[src/rtl/ram_port_arbiter.sv]
// Two-port (fetch/data) arbiter in front of a single RAM port.
// Alternating priority on ties, alignment check and WAIT timeout.
module ram_port_arbiter #(
    parameter int TMO = 15
) (
    input  logic        Clk,
    input  logic        Clr,
    input  logic        IReq,
    input  logic [31:0] IAddr,
    output logic        IDone,
    output logic        IErr,
    output logic [31:0] IData,
    input  logic        DReq,
    input  logic        DRW,
    input  logic [1:0]  DSize,
    input  logic [31:0] DAddr,
    input  logic [31:0] DWData,
    output logic        DDone,
    output logic        DErr,
    output logic [31:0] DRData,
    output logic        MFA,
    output logic        RW,
    output logic [1:0]  Size,
    output logic [31:0] MAddr,
    output logic [31:0] MDOut,
    input  logic [31:0] MDIn,
    input  logic        MOC
);

    typedef enum logic [1:0] {IDLE, WAIT, DONE} state_t;

    state_t      state;
    state_t      nstate;
    logic [3:0]  cnt;
    logic        dsel;
    logic        err_q;
    logic        start;
    logic        pick_d;
    logic        mis;
    logic        tmo_hit;
    logic [31:0] req_addr;
    logic [1:0]  req_size;

    // dsel doubles as the last-grant flag: 0 = fetch, 1 = data
    always_comb begin
        start    = IReq | DReq;
        pick_d   = DReq & (~IReq | ~dsel);
        req_addr = pick_d ? DAddr : IAddr;
        req_size = pick_d ? DSize : 2'b10;
        tmo_hit  = (cnt == 4'(TMO - 1));
        unique case (req_size)
            2'b00:   mis = 1'b0;
            2'b01:   mis = req_addr[0];
            2'b10:   mis = |req_addr[1:0];
            default: mis = 1'b1;
        endcase
    end

    always_ff @(posedge Clk or negedge Clr) begin
        if (!Clr) state <= IDLE;
        else      state <= nstate;
    end

    always_comb begin
        nstate = state;
        unique case (state)
            IDLE: if (start) nstate = mis ? DONE : WAIT;
            WAIT: if (MOC || tmo_hit) nstate = DONE;
            DONE: nstate = IDLE;
            default: nstate = IDLE;
        endcase
    end

    always_comb begin
        MFA   = (state == WAIT);
        IDone = (state == DONE) & ~dsel;
        DDone = (state == DONE) & dsel;
        IErr  = IDone & err_q;
        DErr  = DDone & err_q;
    end

    always_ff @(posedge Clk or negedge Clr) begin
        if (!Clr) begin
            cnt    <= '0;
            dsel   <= 1'b0;
            err_q  <= 1'b0;
            MAddr  <= '0;
            RW     <= 1'b0;
            Size   <= '0;
            MDOut  <= '0;
            IData  <= '0;
            DRData <= '0;
        end else begin
            unique case (state)
                IDLE: begin
                    if (start) begin
                        dsel  <= pick_d;
                        err_q <= mis;
                        cnt   <= '0;
                        if (!mis) begin
                            MAddr <= req_addr;
                            RW    <= pick_d & DRW;
                            Size  <= req_size;
                            MDOut <= pick_d ? DWData : 32'h0;
                        end
                    end
                end
                WAIT: begin
                    if (MOC) begin
                        if (!RW) begin
                            if (dsel) DRData <= MDIn;
                            else      IData  <= MDIn;
                        end
                    end else if (tmo_hit) begin
                        err_q <= 1'b1;
                        if (dsel) DRData <= '0;
                        else      IData  <= '0;
                    end else begin
                        cnt <= cnt + 4'd1;
                    end
                end
                default: ;
            endcase
        end
    end

endmodule

[config.mk]
export PLATFORM = sky130hd
export DESIGN_NAME = ram_port_arbiter
export DESIGN_NICKNAME = d
export VERILOG_FILES = /design/src/rtl/ram_port_arbiter.sv
export SDC_FILE = /design/constraint.sdc
export NUM_CORES = 1
export LEC_CHECK = 0
export CORE_ASPECT_RATIO = 1.4
export CORE_MARGIN = 2
export CORE_UTILIZATION = 41
export CTS_CLUSTER_DIAMETER = 40
export DETAILED_ROUTE_END_ITERATION = 12
export PLACE_DENSITY = 0.86
export SYNTH_ARGS = -nofsm -noshare
export SYNTH_HDL_FRONTEND = slang
export SYNTH_SLANG_ARGS = --single-unit
export TNS_END_PERCENT = 20
[constraint.sdc]
create_clock -name Clk -period 2.7 [get_ports Clk]
set_input_delay 0.54 -clock Clk [delete_from_list [all_inputs] [get_ports Clk]]
set_output_delay 0.54 -clock Clk [all_outputs]
set_load 0.005 [all_outputs]
## After elaboration in Yosys (flattened, before gate mapping)

Cells that the tools add are included.

- Multiply operators: 0
- Reduce and logical (&&, ||, !) cells: 13
- Mux-type cells: 26
- Add/subtract/negate cells: 1
- Magnitude comparators: 0
- Divide/modulo/power cells: 0
- Eq/ne operators: 11
- Shifts and indexed selects: 0
- Bitwise logic cells: 11

Operators with widths:

| kind | number |
|---|---|
| $mux 32 | 12 |
| $reduce_and 4->1 | 4 |
| $mux 4 | 3 |
| $mux 2 | 4 |
| $ne 2x2->1 const B | 4 |
| $pmux 4 s2 | 1 |
| $and 1x1->1 | 6 |
| $add 4x1->4 const B | 1 |
| $eq 2x1->1 const B | 2 |
| $eq 2x2->1 const B | 2 |
| $eq 4x4->1 const B | 1 |
| $logic_not 2->1 | 2 |
| $ne 2x1->1 const B | 2 |
| $pmux 2 s2 | 1 |
| $reduce_and 2->1 | 2 |
| $reduce_bool 2->1 | 2 |
| $mux 1 | 3 |
| $not 1->1 | 3 |
| $pmux 1 s3 | 1 |
| $reduce_and 3->1 | 1 |
| $or 1x1->1 | 2 |
| $pmux 1 s2 | 1 |
| $reduce_or 2->1 | 1 |
| $logic_or 1x1->1 | 1 |

- Input bits: 136
- Bits in writable memories: 0
- Flip-flop bits (word level): 139
- Memories kept: 0
- Output and inout port bits: 136
- Logic and storage cells: 72
- Memory bits (read-only): 0
- Latch bits: 0

## Longest topological paths before layout

Gate-level depths: netlist of the first run.

- Depth after elaboration: 9
- Depth in mapped cells: 7
- Gate-level depth less buffers: 6

## Least setup slack after synthesis of the first run

Ideal clock, no wire load.

- Kind: input to register
- Start point: input port DReq
- End point: register MAddr[10]
- Stages: 6
- Library setup time: 125 ps
- Setup slack: 717 ps
- Arrival time: 1858 ps
- Data required time: 2575 ps
- Buffers on the path: 2
- Cell sequence: a21boi_4 mux2_4 and3_1 buf_6 buf_6 mux2_4

- Longest elaborated chain between the ends: 6
- Elaborated cells between the ends (all ways): 11
- Classes of those cells: eq/ne (2); mux (3); bitwise (3); reduce/logical (3)

RTL lines:

| item | RTL line | RTL |
|---|---|---|
| from (decl) | 13 | `input logic DReq,` |
| $and 1x1->1 | 47 | `pick_d = DReq & (~IReq \| ~dsel);` |
| $mux 2 or $mux 32 (tied branches) | 49, 48 |  |
| $eq 2x2->1 (tied with other cells) | 51 | `unique case (req_size)` |
| $pmux 1 s3 | 51 |  |
| $not 1->1 (no line) | -- |  |
| $reduce_and 3->1 (no line) | -- |  |
| to (signal assigned) | 101 | `MAddr <= req_addr;` |
| to (decl) | 24 | `output logic [31:0] MAddr,` |

Parallel ways exist; a longest one is shown, timed or not.
A chain may end at the register's enable or synchronous reset.

## Worst setup path in the final report of the first run

- Start point: register dsel
- End point: output port IErr

- Longest elaborated chain between the ends: 3

RTL lines:

| item | RTL line | RTL |
|---|---|---|
| from (decl) | 35 | `logic dsel;` |
| from (signal assigned) | 97 | `dsel <= pick_d;` |
| $not 1->1 (no line) | -- |  |
| $and 1x1->1 | 76 | `IDone = (state == DONE) & ~dsel;` |
| $and 1x1->1 | 78 | `IErr = IDone & err_q;` |
| to (decl) | 11 | `output logic IErr,` |

Every way passes these cells.

==> metrics.md, run 1 <==
| Metric | Value |
|---|---|
| Share of power burned in registers | `37.6%` |
| Leakage | `4.00 nW` |
| Count of flip-flops with a built-in enable after synthesis | `0` |
| Share of flip-flops with an asynchronous set or reset after synthesis | `100%` |
| Tot GR Track Use | `21.6%` |
| Clock Sinks | `139` |
| Root cell of the clock tree | `sky130_fd_sc_hd__clkbuf_16` |
| Core footprint | `13800 um^2` |
| Synthesized net count | `620` |
| Relative slew margins | `72.0%` |
| Layout Area Growth over Synthesis | `61.2%` |
| Slew at the pin closest to its max-slew limit | `roughly 0.41 ns` |
| Die Height | `144 um` |
| Boundary Pins | `272` |
| Cell area after technology mapping | `5780 um^2` |
| CTS hold repair buffers | `0` |
| Yosys warning total | `0` |
| Number of global-route vias before repair | `5096` |
| Placed instance count | `919` |
| Maximum fanout encountered on the critical timing path | `6` |
| Post-Synthesis Cells | `482` |
| Clock H-tree levels | `4` |
| Average wire per standard cell | `17.0 um` |
| CP endpoint kind | `output port` |
| Number of DRC markers after the initial detailed-route iteration | `143` |
| Finished Layout Cells | `951` |
| Die ar. | `approximately 15000 um^2` |
| TritonCTS clock tree | `done` |
| Deepest clock path buffer count | `2` |
| Number of DRC violations after detailed routing | `0` |
| Die X | `104 um` |
| Num CTS Buffers | `17` |
| Final Slew Violations | `0` |
| Post-CTS Setup Repair Bufs | `0` |
| Final Setup Violations | `0` |
| Clock transition at the register clock pins on the worst setup and hold paths after CTS | `0.07 ns` |
| CP Data Arrival Time | `1.91 ns` |
| Congestion Overflow GR | `0` |
| Final period util | `90.7%` |
| Total number of placement rows | `about 50` |
| Synthesized area divided by synthesized cell count | `12.0 um^2` |
| Vias per inst | `5.05` |
| Estimated wirelength of the detail-placed design | `12200 um` |
| Number of failing hold endpoints at the final stage | `0` |
| Placement-stage cell area | `8750 um^2` |
| Clock network fraction of design power | `a little under a quarter` |
| Power per Cell Area | `around 1000 nW/um^2` |
| Count of max-cap constraint violations | `0` |
| Sw frac | `29.3%` |
| Cell types occupying the most area after synthesis | `sky130_fd_sc_hd__dfrtp_1 (60%), sky130_fd_sc_hd__mux2_4 (7.3%), sky130_fd_sc_hd__nand2_1 (6.6%), sky130_fd_sc_hd__mux2_2 (6.2%), sky130_fd_sc_hd__o21ai_1 (5.7%)` |
| Worst hold-check slack | `around 0.027 ns` |
| Total wirelength of the detailed-routed design | `16200 um` |
| Maximum number of pins on one net before global-route repair | `77` |
| Pre-CTS setup slack | `0.175 ns` |
| Part of the Yosys area used for sequential elements | `60.2%` |
| Worst Setup Path Type | `reg2out` |
| Classification of the worst-slack hold path | `in2async` |
| Combinational fraction of design power | `38.9%` |
| Outcome | `completed` |
| Via count | `4807` |
| Required time at the endpoint of the critical path | `approximately 2.2 ns` |
| Routability cong. | `about 0.85` |
| Flop and latch count out of synthesis | `about 140` |
| Antenna violations before repair | `1` |
| Initial Util | `41.7%` |
| Share of cells above drive strength 1 | `around 14%` |
| Total number of nets in the final design | `891` |
| Number of antenna cells inserted | `0` |
| Final Critical Period | `2.45 ns` |
| Timing-limited maximum frequency | `408 MHz` |
| Number of filler instances in the final layout | `slightly below 1000` |
| Yosys top cell area share | `60.2%` |
| Number of library cell types mapped by synthesis | `35` |
| Worst-path cell with the longest stage delay | `sky130_fd_sc_hd__dfrtp_1` |
| Largest area contributor in the netlist | `sky130_fd_sc_hd__dfrtp_1` |
| Clock latency on the worst-skew pair | `0.40 ns` |
| First-pass GRT wire length | `roughly 26000 um` |
| Detail Route Antenna Nets | `0` |
| RSZ-0062 raised after global routing | `false` |
| Synth cell count leaders | `sky130_fd_sc_hd__dfrtp_1 (139), sky130_fd_sc_hd__nand2_1 (101), sky130_fd_sc_hd__o21ai_1 (66)` |
| Stage delay of the slowest cell on the critical path | `0.52 ns` |
| Design area | `9320 um^2` |
| Router iterations before antenna repair | `4` |
| Final setup slack of the worst path | `0.252 ns` |
| Largest clock skew in the final design | `0.0121 ns` |
| Kind of start point of the critical path | `register` |
| P_sw | `~2.7 mW` |
| Highest ir drop seen on vdd | `0.000484 V` |
| Power Internal | `6.57 mW` |
| Quantity of gates resized following cts | `0` |
| Flip-flop cell with the highest count after synthesis | `sky130_fd_sc_hd__dfrtp_1` |
| Most common cell in the netlist | `sky130_fd_sc_hd__dfrtp_1` |
| Setup TNS | `0 ns` |
| Port Buf Inserts | `271` |
| Chain of cells forming the critical path | `inv_1, and3_1, and2_1, clkdlybuf4s50_1` |
-- cell type report --
cell class,count,area (um^2),share of cell area [%]
clock buffer,18,439,4.71
multi-input combinational,309,2160,23.1
inverter,4,15.0,0.161
tap,185,231,2.48
sequential,139,3480,37.3
clock inverter,14,126,1.36
timing repair buffer,282,2870,30.8
-- path summary, 6_finish.rpt --
path	start	end	slack, ns	cells after the start
max in group asynchronous	Clr	IData[7]	1.94	2
worst max register to register	dsel	MAddr[1]	0.78	5
min in group Clk	IData[19]	IData[19]	0.49	2
worst max-delay path	dsel	IErr	0.25	4
worst min register to register	IData[19]	IData[19]	0.49	2
worst min-delay path	Clr	IData[16]	0.03	1
-- placed cells by master (no fill, tap or decap), types with 2 or more instances in the layout --
cell	instances
sky130_fd_sc_hd__clkdlybuf4s50_1	270
sky130_fd_sc_hd__inv_6	5
sky130_fd_sc_hd__dfrtp_1	139
sky130_fd_sc_hd__nor2b_1	3
sky130_fd_sc_hd__nand3_1	6
sky130_fd_sc_hd__nor2_1	5
sky130_fd_sc_hd__mux2_2	32
sky130_fd_sc_hd__buf_12	6
sky130_fd_sc_hd__clkbuf_16	17
sky130_fd_sc_hd__inv_1	3
sky130_fd_sc_hd__mux2_4	28
sky130_fd_sc_hd__nor3_1	2
sky130_fd_sc_hd__nand2_1	101
sky130_fd_sc_hd__ha_1	2
sky130_fd_sc_hd__o21ai_1	66
sky130_fd_sc_hd__and3_1	2
sky130_fd_sc_hd__buf_4	5
sky130_fd_sc_hd__a21oi_1	4
sky130_fd_sc_hd__clkinvlp_4	3
sky130_fd_sc_hd__clkinv_4	3
sky130_fd_sc_hd__o21ai_0	3
sky130_fd_sc_hd__a22o_1	33
sky130_fd_sc_hd__and2_1	2
sky130_fd_sc_hd__mux2_1	5
sky130_fd_sc_hd__o211ai_4	2
sky130_fd_sc_hd__inv_8	3
-- metal layers --
metal | track usage [%] | up-vias | wire length, um
met5 | 0 | - | 12
met4 | 9.03 | 2 | 397
met3 | 7.26 | 30 | 1210
met2 | 37.2 | 209 | 8150
met1 | 24.6 | 2338 | 6400
li1 | - | 2228 | -
-- flip-flops by register name (all words and copies together), names as in the netlist --
register / cells
Size: 2
IData: 32
MDOut: 32
MAddr: 32
DRData: 32
cnt: 4
err_q: 1
dsel: 1
RW: 1
state: 2
-- power by group through the flow --
stage,Clock [mW],Combinational (mW),Sequential (mW)
final,2.19,3.61,3.49
after floorplan,0,1.32,3.47
after detailed placement,0,3.65,3.50
after global placement,0,3.51,3.48
after CTS,2.23,3.66,3.50
after global routing,2.33,3.89,3.59
-- worst max-delay path: cells and delay by family, from the launching register on --
kind          cells  cell delay, ns
buf+inv           2            0.60
flops             1            0.52
simple gates      2            0.38
-- logic make-up after synthesis --
kind of cell / after synthesis / share of synthesized area, %
DFF: 139 / 60.2
AOI/OAI and AO/OA: 114 / 12.8
buffers and inverters: 34 / 2.88
and+or+nand+nor: 126 / 8.92
xor gates and xnor gates: 1 / 0.152
adders and majority gates: 2 / 0.433
muxes: 66 / 14.7
-- stage by stage --
stage | power [mW] | utilization [%]
floorplan | 4.78 | -
global route | 9.82 | 67.3
finish | 9.29 | 67.3
CTS | 9.39 | 67.3
global placement | 6.99 | 63.2
detailed placement | 7.16 | 63.2
Power figures use the tool's default switching activity.
==> run 2: changes to the inputs <==
--- a/config.mk
+++ b/config.mk
@@ -11,6 +11,7 @@
 export CTS_CLUSTER_DIAMETER = 40
 export DETAILED_ROUTE_END_ITERATION = 12
 export PLACE_DENSITY = 0.86
+export SETUP_SLACK_MARGIN = 0.4
 export SYNTH_ARGS = -nofsm -noshare
 export SYNTH_HDL_FRONTEND = slang
 export SYNTH_SLANG_ARGS = --single-unit
==> run 2 against run 1 <==
Compared with the run above:
- clock skew barely moved
- sequential share of layout area down 0.083 points
- first-iteration DRC count shrank 8.4%
- combinational power increased by 1%
- final area rose by 0.30%
- clock-buffer cell count unchanged
- core utilization increased by 0.20 points
- sequential power about the same
- worst setup slack improved by 0.18 ns
- non-clock buffer count rose by 2
==> metrics.md, run 2 (synthesis gave the netlist of run 1 again) <==
| Metric | Value |
|---|---|
| Outcome | `completed` |
| Deepest clock path buffer count | `2` |
| Startpoint of the worst-slack reg-to-reg timing path | `dsel` |
| First-pass GRT wire length | `25700 um` |
| Number of DRC markers after the initial detailed-route iteration | `131` |
| Initial Util | `between 40% and 50%` |
| Congestion Overflow GR | `0` |
| Via count | `between 4000 and 5000` |
| Finished Layout Cells | `~950` |
| RSZ-0062 raised after global routing | `true` |
| Timing-limited maximum frequency | `~440 MHz` |
| Required time at the endpoint of the critical path | `2.16 ns` |
| Clock transition at the register clock pins on the worst setup and hold paths after CTS | `0.07 ns` |
| Highest ir drop seen on vdd | `0.000483 V` |
| Commonest cells after routing, fill and taps aside | `sky130_fd_sc_hd__clkdlybuf4s50_1 (269), sky130_fd_sc_hd__dfrtp_1 (137), sky130_fd_sc_hd__nand2_1 (101)` |
| Router iterations before antenna repair | `5` |
| Final period util | `83.8%` |
| Kind of start point of the critical path | `register` |
| Slew at the pin closest to its max-slew limit | `roughly 0.41 ns` |
| Critical R2R Capture | `MAddr[1]` |
| Most common library cell in the layout ignoring fill and taps | `sky130_fd_sc_hd__clkdlybuf4s50_1` |
| Overall Power | `9.32 mW` |
| Total number of nets in the final design | `893` |
| Classification of the worst-slack hold path | `in2async` |
| CTS hold repair buffers | `0` |
| Maximum fanout encountered on the critical timing path | `8` |
| Detail Route Antenna Nets | `0` |
| Final Critical Period | `2.26 ns` |
| Number of antenna cells inserted | `0` |
| Routability cong. | `0.848` |
| Antenna violations before repair | `1` |
| TritonCTS clock tree | `done` |
| Port Buf Inserts | `271` |
| Total number of placement rows | `51` |
| Die X | `roughly 100 um` |
| Worst Setup Path Type | `reg2out` |
| Number of DRC violations after detailed routing | `0` |
| Number of global-route vias before repair | `5106` |
| Pre-CTS setup slack | `0.175 ns` |
| Cell count of the worst reg-to-reg path | `6` |
| Final setup slack of the worst path | `between 0.4 and 0.5 ns` |
| Tot GR Track Use | `between 20% and 30%` |
| Die Height | `144 um` |
| Core footprint | `13800 um^2` |
| Largest clock skew in the final design | `0.0124 ns` |
| Source of the critical timing path | `state[1]` |
| Maximum number of pins on one net before global-route repair | `77` |
| Clock latency on the worst-skew pair | `0.40 ns` |
| Total wirelength of the detailed-routed design | `16200 um` |
| Share of cells above drive strength 1 | `approximately 15%` |
| Root cell of the clock tree | `sky130_fd_sc_hd__clkbuf_16` |
| Boundary Pins | `272` |
| Final Setup Violations | `0` |
| Placed instance count | `919` |
| Worst R2R Setup Slack | `0.72 ns` |
| Final Slew Violations | `0` |
| Die ar. | `approximately 15000 um^2` |
| CP endpoint kind | `output port` |
| Number of failing hold endpoints at the final stage | `0` |
| Relative slew margins | `roughly 72%` |
| Count of max-cap constraint violations | `0` |
| Layout Area Growth over Synthesis | `61.7%` |
| Worst setup path end | `MFA` |
| Vias per inst | `5.06` |
| Average wire per standard cell | `between 15 and 20 um` |
| Leakage | `4.02 nW` |
| Clock H-tree levels | `4` |
| Power per Cell Area | `997 nW/um^2` |
| Clock Sinks | `139` |
| Estimated wirelength of the detail-placed design | `12200 um` |
| Num CTS Buffers | `17` |
| Setup TNS | `0 ns` |
| CP Data Arrival Time | `1.72 ns` |
## run 2: worst max-delay path, cell delays in order (launching register included)
cell and delay [ns]:
sky130_fd_sc_hd__dfrtp_2 0.46, sky130_fd_sc_hd__nor2b_2 0.26, sky130_fd_sc_hd__clkdlybuf4s50_1 0.61
## run 2: layout make-up
cell class,count,area [um^2]
Timing Repair Buffer,284,2890
Multi-Input combinational cell,309,2160
Clock inverter,14,126
Fill cell,981,4500
Inverter,4,15.0
Tap cell,185,231
Clock buffer,18,439
Sequential cell,139,3480
## run 2: worst min-delay path by stage
stage	slack [ns]	start	cells past startpoint	to
2_1_floorplan	0.24	Clr	0	DRData[0]
3_3_place_gp	0.46	Clr	1	IData[16]
3_5_place_dp	0.47	Clr	1	DRData[28]
4_1_cts	0.03	Clr	1	DRData[28]
5_1_grt	0.04	Clr	1	DRData[28]
6_report	0.03	Clr	1	IData[16]
## run 2: per-layer routing
metal  vias to the layer above  GRT usage (%)  share of wire (%)
met5                         -              0              0.074
met4                         2           9.03                2.6
met3                        31           7.26                7.7
met2                       216           37.3                 50
met1                      2342           24.6                 39
li1                       2231              -                  -
## run 2: what timing repair did
item | 4_1_cts | 5_1_grt
resized for setup | 5 | 1
endpoints found under the setup margin | 4 | 3
setup buffers | 2 | 0
gates cloned | 0 | 0
## run 2: report_power, final
group	internal [mW]	switching, mW	total (mW)
logic	2.42	1.23	3.65
registers	2.94	0.541	3.48
clock network	1.24	0.951	2.19
## run 2: through the flow
stage	hold slack [ns]	area, um^2	utilization [%]
2_1_floorplan	0.244	5780	-
3_3_place_gp	0.459	8750	63.2
3_5_place_dp	0.467	8750	63.2
4_1_cts	0.0307	9340	67.5
5_1_grt	0.0373	9350	67.5
6_report	0.0267	9350	67.5
